<file path="src/rtl/lock_key_loader.sv">
// rtl/lock_key_loader.sv - assembles a word-serial unlock key and publishes it only when complete.
// Optional beat parity checking is enabled by defining LOCK_KEY_PARITY_CHECK_EN.
module lock_key_loader #(
   parameter int KEY_WIDTH      = 32,
   parameter int WORD_WIDTH     = 8,
   parameter int TIMEOUT_CYCLES = 255
) (
   input  logic                  clk,
   input  logic                  rst,
   input  logic                  load_start,
   input  logic                  key_clear,
   input  logic [WORD_WIDTH-1:0] key_word,
   input  logic                  key_word_valid,
`ifdef LOCK_KEY_PARITY_CHECK_EN
   input  logic                  key_word_parity,
`endif
   output logic                  key_word_ready,
   output logic [KEY_WIDTH-1:0]  key_out,
   output logic                  key_valid,
   output logic                  busy,
   output logic                  error
);

   localparam int NWORDS = KEY_WIDTH / WORD_WIDTH;
   localparam int CW     = $clog2(NWORDS + 1);
   localparam int TW     = $clog2(TIMEOUT_CYCLES + 1);

   typedef enum logic [1:0] {
      ST_IDLE,
      ST_LOAD,
      ST_READY
   } state_t;

   state_t                 state_q, state_d;
   logic [KEY_WIDTH-1:0]   shadow_q, shadow_d;
   logic [CW-1:0]          cnt_q, cnt_d;
   logic [TW-1:0]          tmo_q, tmo_d;
   logic                   error_q, error_d;
   logic                   beat;
   logic                   par_ok;

`ifdef LOCK_KEY_PARITY_CHECK_EN
   assign par_ok = (key_word_parity == ^key_word);
`else
   assign par_ok = 1'b1;
`endif

   assign beat = key_word_valid && (state_q == ST_LOAD);

   always_comb begin
      state_d  = state_q;
      shadow_d = shadow_q;
      cnt_d    = cnt_q;
      tmo_d    = tmo_q;
      error_d  = error_q;
      if (key_clear) begin
         // Zeroize wins over a simultaneous load_start; error is deliberately kept.
         state_d  = ST_IDLE;
         shadow_d = '0;
         cnt_d    = '0;
         tmo_d    = '0;
      end else if (load_start) begin
         state_d  = ST_LOAD;
         shadow_d = '0;
         cnt_d    = '0;
         tmo_d    = '0;
         error_d  = 1'b0;
      end else if (state_q == ST_LOAD) begin
         if (beat) begin
            if (!par_ok) begin
               state_d  = ST_IDLE;
               shadow_d = '0;
               error_d  = 1'b1;
            end else begin
               shadow_d[int'(cnt_q)*WORD_WIDTH +: WORD_WIDTH] = key_word;
               cnt_d = cnt_q + CW'(1);
               tmo_d = '0;
               if (cnt_q == CW'(NWORDS - 1)) begin
                  state_d = ST_READY;
               end
            end
         end else if (tmo_q == TW'(TIMEOUT_CYCLES - 1)) begin
            state_d  = ST_IDLE;
            shadow_d = '0;
            tmo_d    = '0;
            error_d  = 1'b1;
         end else begin
            tmo_d = tmo_q + TW'(1);
         end
      end
   end

   always_ff @(posedge clk or posedge rst) begin
      if (rst) begin
         state_q  <= ST_IDLE;
         shadow_q <= '0;
         cnt_q    <= '0;
         tmo_q    <= '0;
         error_q  <= 1'b0;
      end else begin
         state_q  <= state_d;
         shadow_q <= shadow_d;
         cnt_q    <= cnt_d;
         tmo_q    <= tmo_d;
         error_q  <= error_d;
      end
   end

   // Partial keys never reach the locked netlist.
   assign key_valid      = (state_q == ST_READY);
   assign key_out        = key_valid ? shadow_q : '0;
   assign busy           = (state_q == ST_LOAD);
   assign key_word_ready = (state_q == ST_LOAD);
   assign error          = error_q;

endmodule

</file>
<file path="config.mk">
export PLATFORM = sky130hd
export DESIGN_NAME = lock_key_loader
export DESIGN_NICKNAME = d
export VERILOG_FILES = /design/src/rtl/lock_key_loader.sv
export SDC_FILE = /design/constraint.sdc
export NUM_CORES = 1
export LEC_CHECK = 0
export BUFFER_PORTS_ARGS = -buffer_cell sky130_fd_sc_hd__buf_2
export CORE_MARGIN = 2
export CORE_UTILIZATION = 29
export DETAILED_ROUTE_END_ITERATION = 8
export HOLD_SLACK_MARGIN = 0.02
export SLEW_MARGIN = 20
export SYNTH_ARGS = -nofsm -noshare
export SYNTH_HDL_FRONTEND = slang
export SYNTH_SLANG_ARGS = --single-unit
</file>
<file path="constraint.sdc">
create_clock -name clk -period 1.8 [get_ports clk]
set_input_delay 0.18 -clock clk [delete_from_list [all_inputs] [get_ports clk]]
set_output_delay 0.18 -clock clk [all_outputs]
set_load 0.01 [all_outputs]
</file>
# Yosys cells after proc, flatten, opt, wreduce, memory -nomap -nowiden
# Index checks and enable logic that the tools add are counted.
# word_totals
register_bits,46
output_inout_bits,36
# classes
n_addsub,3
mux,26
reduce_logical,10
bitwise_logic,1
eq_ne,6
shift,2
# op_table
cell,count
$mux 32,6
$mux 8,5
$neg 6->33,1
$shift 8x33->32 const A,1
$shiftx 8x33->32,1
$bwmux 32,1
$mux 2,6
$mux 3,4
$add 8x1->8 const B,1
$eq 8x8->1 const B,1
$reduce_bool 3->1,2
$mux 1,4
$ne 4x3->1 const B,1
$reduce_and 2->1,2
$reduce_and 4->1,1
$reduce_bool 2->1,2
$reduce_bool 4->1,1
$add 3x1->3 const B,1
$eq 3x2->1 const B,1
$reduce_and 3->1,1
$eq 2x1->1 const B,1
$eq 2x2->1 const B,1
$ne 2x2->1 const B,1
$logic_and 1x1->1,1
$not 1->1,1

# Longest topological paths before layout
# depth
word_depth,7
ltp_mapped,8
mapped_depth_nobuf,7

# Worst setup path after synthesis
# Ideal clock, no wire load.
# synth_path
kind,register to register
startpoint,register cnt_q[0]
endpoint,register shadow_q[26]
setup_slack_ps,-118
path_stages_with_launch,8
setup_time_ps,66
synth_period_minus_slack_ps,1918
t_required_ps,1734
arrival_ps,1852
path_cell_list,dfrtp_1 -> inv_1 -> ha_1 -> ha_1 -> and4bb_1 -> and2_1 -> o31ai_4 -> a22o_1
# synth_via
elab_chain_len,7
# synth_rtl
element,line,source
from (decl),36,"logic [CW-1:0] cnt_q, cnt_d;"
from (signal assigned),103,cnt_q <= cnt_d;
$neg 6->33 *,75,shadow_d[int'(cnt_q)*WORD_WIDTH +: WORD_WIDTH] = key_word;
$shiftx 8x33->32 or $shift 8x33->32 (tied branches),75,
$bwmux 32 *,75,
$mux 32 *,69,if (beat) begin
$mux 32 *,68,end else if (state_q == ST_LOAD) begin
$mux 32 *,62,end else if (load_start) begin
$mux 32 *,56,if (key_clear) begin
to (signal assigned),102,shadow_q <= shadow_d;
to (decl),35,"logic [KEY_WIDTH-1:0] shadow_q, shadow_d;"
# Mark *: on every way between the ends. The rest lies on a longest branch, timed or not. The select of a mux whose other input is x is not followed.
# A chain may end at the register's enable or synchronous reset.

# Worst setup path after layout
# layout_path
startpoint,register cnt_q[1]
endpoint,register shadow_q[17]
# Same word-level chain as after synthesis.

==> impl_metrics.yaml <==
status:
  status: "finished, violations left"
  violations: "setup timing"
die:
  dieHeight_um: 93.7
  pin_count: 49
  initial_core_util: 0.300
  core_sq_um: 7770
  die_x_um: 93.7
  die-area_sq_um: 8780
  fp-row-count: 32
timing:
  tightest_slew_ns: 0.690
  finalHoldViolations: 0
  finalCriticalPeriod_ns: 1.83
  relSlewSlack: 0.540
  report.final.slew_viol_count: 0
  setup_viol: 8
  finalSetupTns_ns: -0.218
  fmax_mhz: 546
  finClkSkew_ns: 0.00909
  setup_slack_ns: -0.0326
  rsz0062_at_grt: "true"
  fin_crit_sh: 1.02
yosys:
  synth_flop_cell: "dfrtp_1"
  yosysTopAreaCell: "dfrtp_1"
  avgSynthCellArea_sq_um: 11.0
  syn_nets: 232
  netlist_top_cells_area: "dfrtp_1 49%, a22o_1 11%, and2_1 9.1%"
  ys_types: 43
  synth_top_area_frac: 0.493
  synth_edf_count: 0
  syn_area_sq_um: 2330
  synthMuxAreaShare: 0.00429
  synth_seq_cells: 46
  synth_cells: 213
  yosys.area_share.simple: 0.201
  synthXorXnorAreaFrac: 0.0225
  synth_compound_area_frac: 0.204
  synth_fa_ha_area_frac: 0.0322
  synth_seq_area_share: 0.493
  synth_top_family_by_area: "compound AO/OA/AOI/OAI gates"
  yosys_warnings: 0
  ys_async_sr_fraction: 1.00
  synth.most_common_cell: "dfrtp_1"
  ys_top_cells_by_count: "46 x dfrtp_1, 34 x and2_1, 30 x a22o_1"
drt:
  antenna_left: 0
  viasPerCell: 4.82
  dr.first_iter.drc_count: 67
  first_pass_iters: 4
  drc: 0
  wl_per_cell_um: 14.8
  wirelength_um: 5610
  via_count: 1827
critical_path:
  worstPathBufferInverterCount: 2
  cp_common_cell: "ha_4"
  crit_path_end_kind: "register"
  cp_slowest_stage_delay_ns: 0.37
  r2r_slack_ns: -0.03
  endpoint: "shadow_q[17]$_DFFE_PP0P_"
  r2r_cells: 8
  crit_chain: "inv_2 > ha_4 > ha_4 > and3b_2 > o211a_1 > buf_6 > nor2b_4 > a22o_1"
  cp.arrival_ns: 2.07
  startpoint_type: "register"
  r2r_end: "shadow_q[17]$_DFFE_PP0P_"
  r2r_start: "cnt_q[1]$_DFFE_PP0P_"
  path_max_fanout: 8
  crit_required_ns: 2.04
  worst-path-stages: 8
  slowest_stage: "dfrtp_1"
  path_delay_family: "simple AND/OR/NAND/NOR gates"
  crit_type: "reg -> reg"
  critPathLaunch: "cnt_q[1]$_DFFE_PP0P_"
finish:
  syn_to_final_growth_pct: 26.9
  layout-drive-gt1-share: 0.325
  nets: 295
  num-fill-cells: 797
  n_antenna_cell: 0
  stdcell_count: 379
power:
  peakVddDrop_v: 0.000327
  cellPowerDensity_nw_per_um2: 673
  cellLeakagePower_nw: 1.47
clocking:
  clk_path_buf_depth: 2
  root_buffer: "clkbuf_8"
  clk_pin_slew_worst_paths_ns: 0.09
  htree_levels: 2
  hold_buffers: 0
  worstSkewPairLatency_ns: 0.30
  cts_num_sinks: 46
  cts_tree: "built"
  cts_buffers: 5
grt:
  grt_pass1_vias: 1746
  grt_max_degree: 47
  grt_pass1_wl_um: 9200
  antenna_found_initial: 0
  track_usage: 0.135
  grt_overflow_total: 0
placement:
  gp_congestion: 0.784
  dp_cells: 367
  port_buffers: 48
  dpl.hpwl_um: 3930
  place_ws_ns: -0.150
job:
  cap_viol_max_count: 0
worst_hold_path:
  worstHoldPathType: "in -> async"
## layer usage
metal,track usage,vias up,routed length [um]
met5,0,-,0
met4,0.0362,0,76
met3,0.0313,7,341
met2,0.210,64,2500
met1,0.189,868,2700
li1,-,888,-
## cell type report
type | instances | area [sq um] | area share
flip-flops and latches | 46 | 1150 | 0.389
multi-input cells | 147 | 1140 | 0.386
repair buffers | 67 | 394 | 0.133
well taps | 102 | 128 | 0.0431
clock buffers | 6 | 72.6 | 0.0245
clock inverters | 2 | 37.5 | 0.0127
inverters | 9 | 36.3 | 0.0123
## what timing repair did
item | in CTS | in global routing
hold endpoints to repair | 0 | 0
gates resized for setup | 7 | 4
setup buffers | 1 | 3
setup endpoints to repair | 24 | 30
pin swaps | 1 | 15
## flip-flops by register name (all words and copies together) (netlist names)
name / cells
tmo_q: 8
state_q: 2
cnt_q: 3
error: 1
shadow_q: 32
## per-stage QoR
stage / hold WS, ns / power (mW) / utilization / area [sq um]
2_1_floorplan: 0.270 / 1.16 / - / 2360
3_3_place_gp: 0.362 / 1.23 / 0.357 / 2770
3_5_place_dp: 0.365 / 1.23 / 0.357 / 2770
4_1_cts: 0.0400 / 2.01 / 0.376 / 2920
5_1_grt: 0.0735 / 2.08 / 0.381 / 2960
6_report: 0.0184 / 1.99 / 0.381 / 2960
## kinds of logic after synthesis
group,after synthesis
mux,1
flops,46
buf+inv,20
fa+ha+maj,6
simple gates,77
compound gates,57
xor+xnor,6
## how the worst min path moves through the flow
stage	cells past startpoint	slack (ns)	endpoint	startpoint
after floorplan	1	0.27	error$_DFFE_PP0P_	load_start
after global placement	3	0.36	shadow_q[27]$_DFFE_PP0P_	rst
after detailed placement	3	0.36	shadow_q[30]$_DFFE_PP0P_	rst
after CTS	3	0.04	shadow_q[16]$_DFFE_PP0P_	rst
after global routing	3	0.07	shadow_q[5]$_DFFE_PP0P_	rst
final	3	0.02	shadow_q[30]$_DFFE_PP0P_	rst
## cell usage in the layout (no fill, tap or decap), types with 2 or more instances in the layout
cell,Yosys,final
nand3_4,1,2
ha_1,6,4
a31oi_1,4,4
o21ai_0,3,3
xor2_1,3,3
nor2b_1,3,2
ha_4,0,2
o22ai_1,2,2
clkbuf_8,0,5
and2_1,34,34
dfrtp_1,46,46
nor2_1,14,14
a211o_1,2,2
and3_1,3,2
xnor2_1,3,3
o31ai_4,2,2
a21oi_1,6,6
nand2_1,6,6
nand3_1,3,3
o211a_1,2,2
and4_1,2,2
inv_2,0,2
buf_4,1,16
buf_2,4,48
buf_6,2,3
inv_1,8,5
a22o_1,30,30
## power by group
part	internal (mW)	total (mW)	switching, mW	leakage [nW]
registers	1.04	1.04	0.00502	0.640
logic	0.0648	0.178	0.113	0.782
clock network	0.415	0.770	0.355	0.0514
total	1.52	1.99	0.474	1.47
## worst register-to-register path, stage by stage (launching register included)
cell,delay (ns)
dfrtp_1,0.37
inv_2,0.05
ha_4,0.16
ha_4,0.27
and3b_2,0.21
o211a_1,0.21
buf_6,0.11
nor2b_4,0.23
a22o_1,0.17
(Power assumes the default switching activity.)
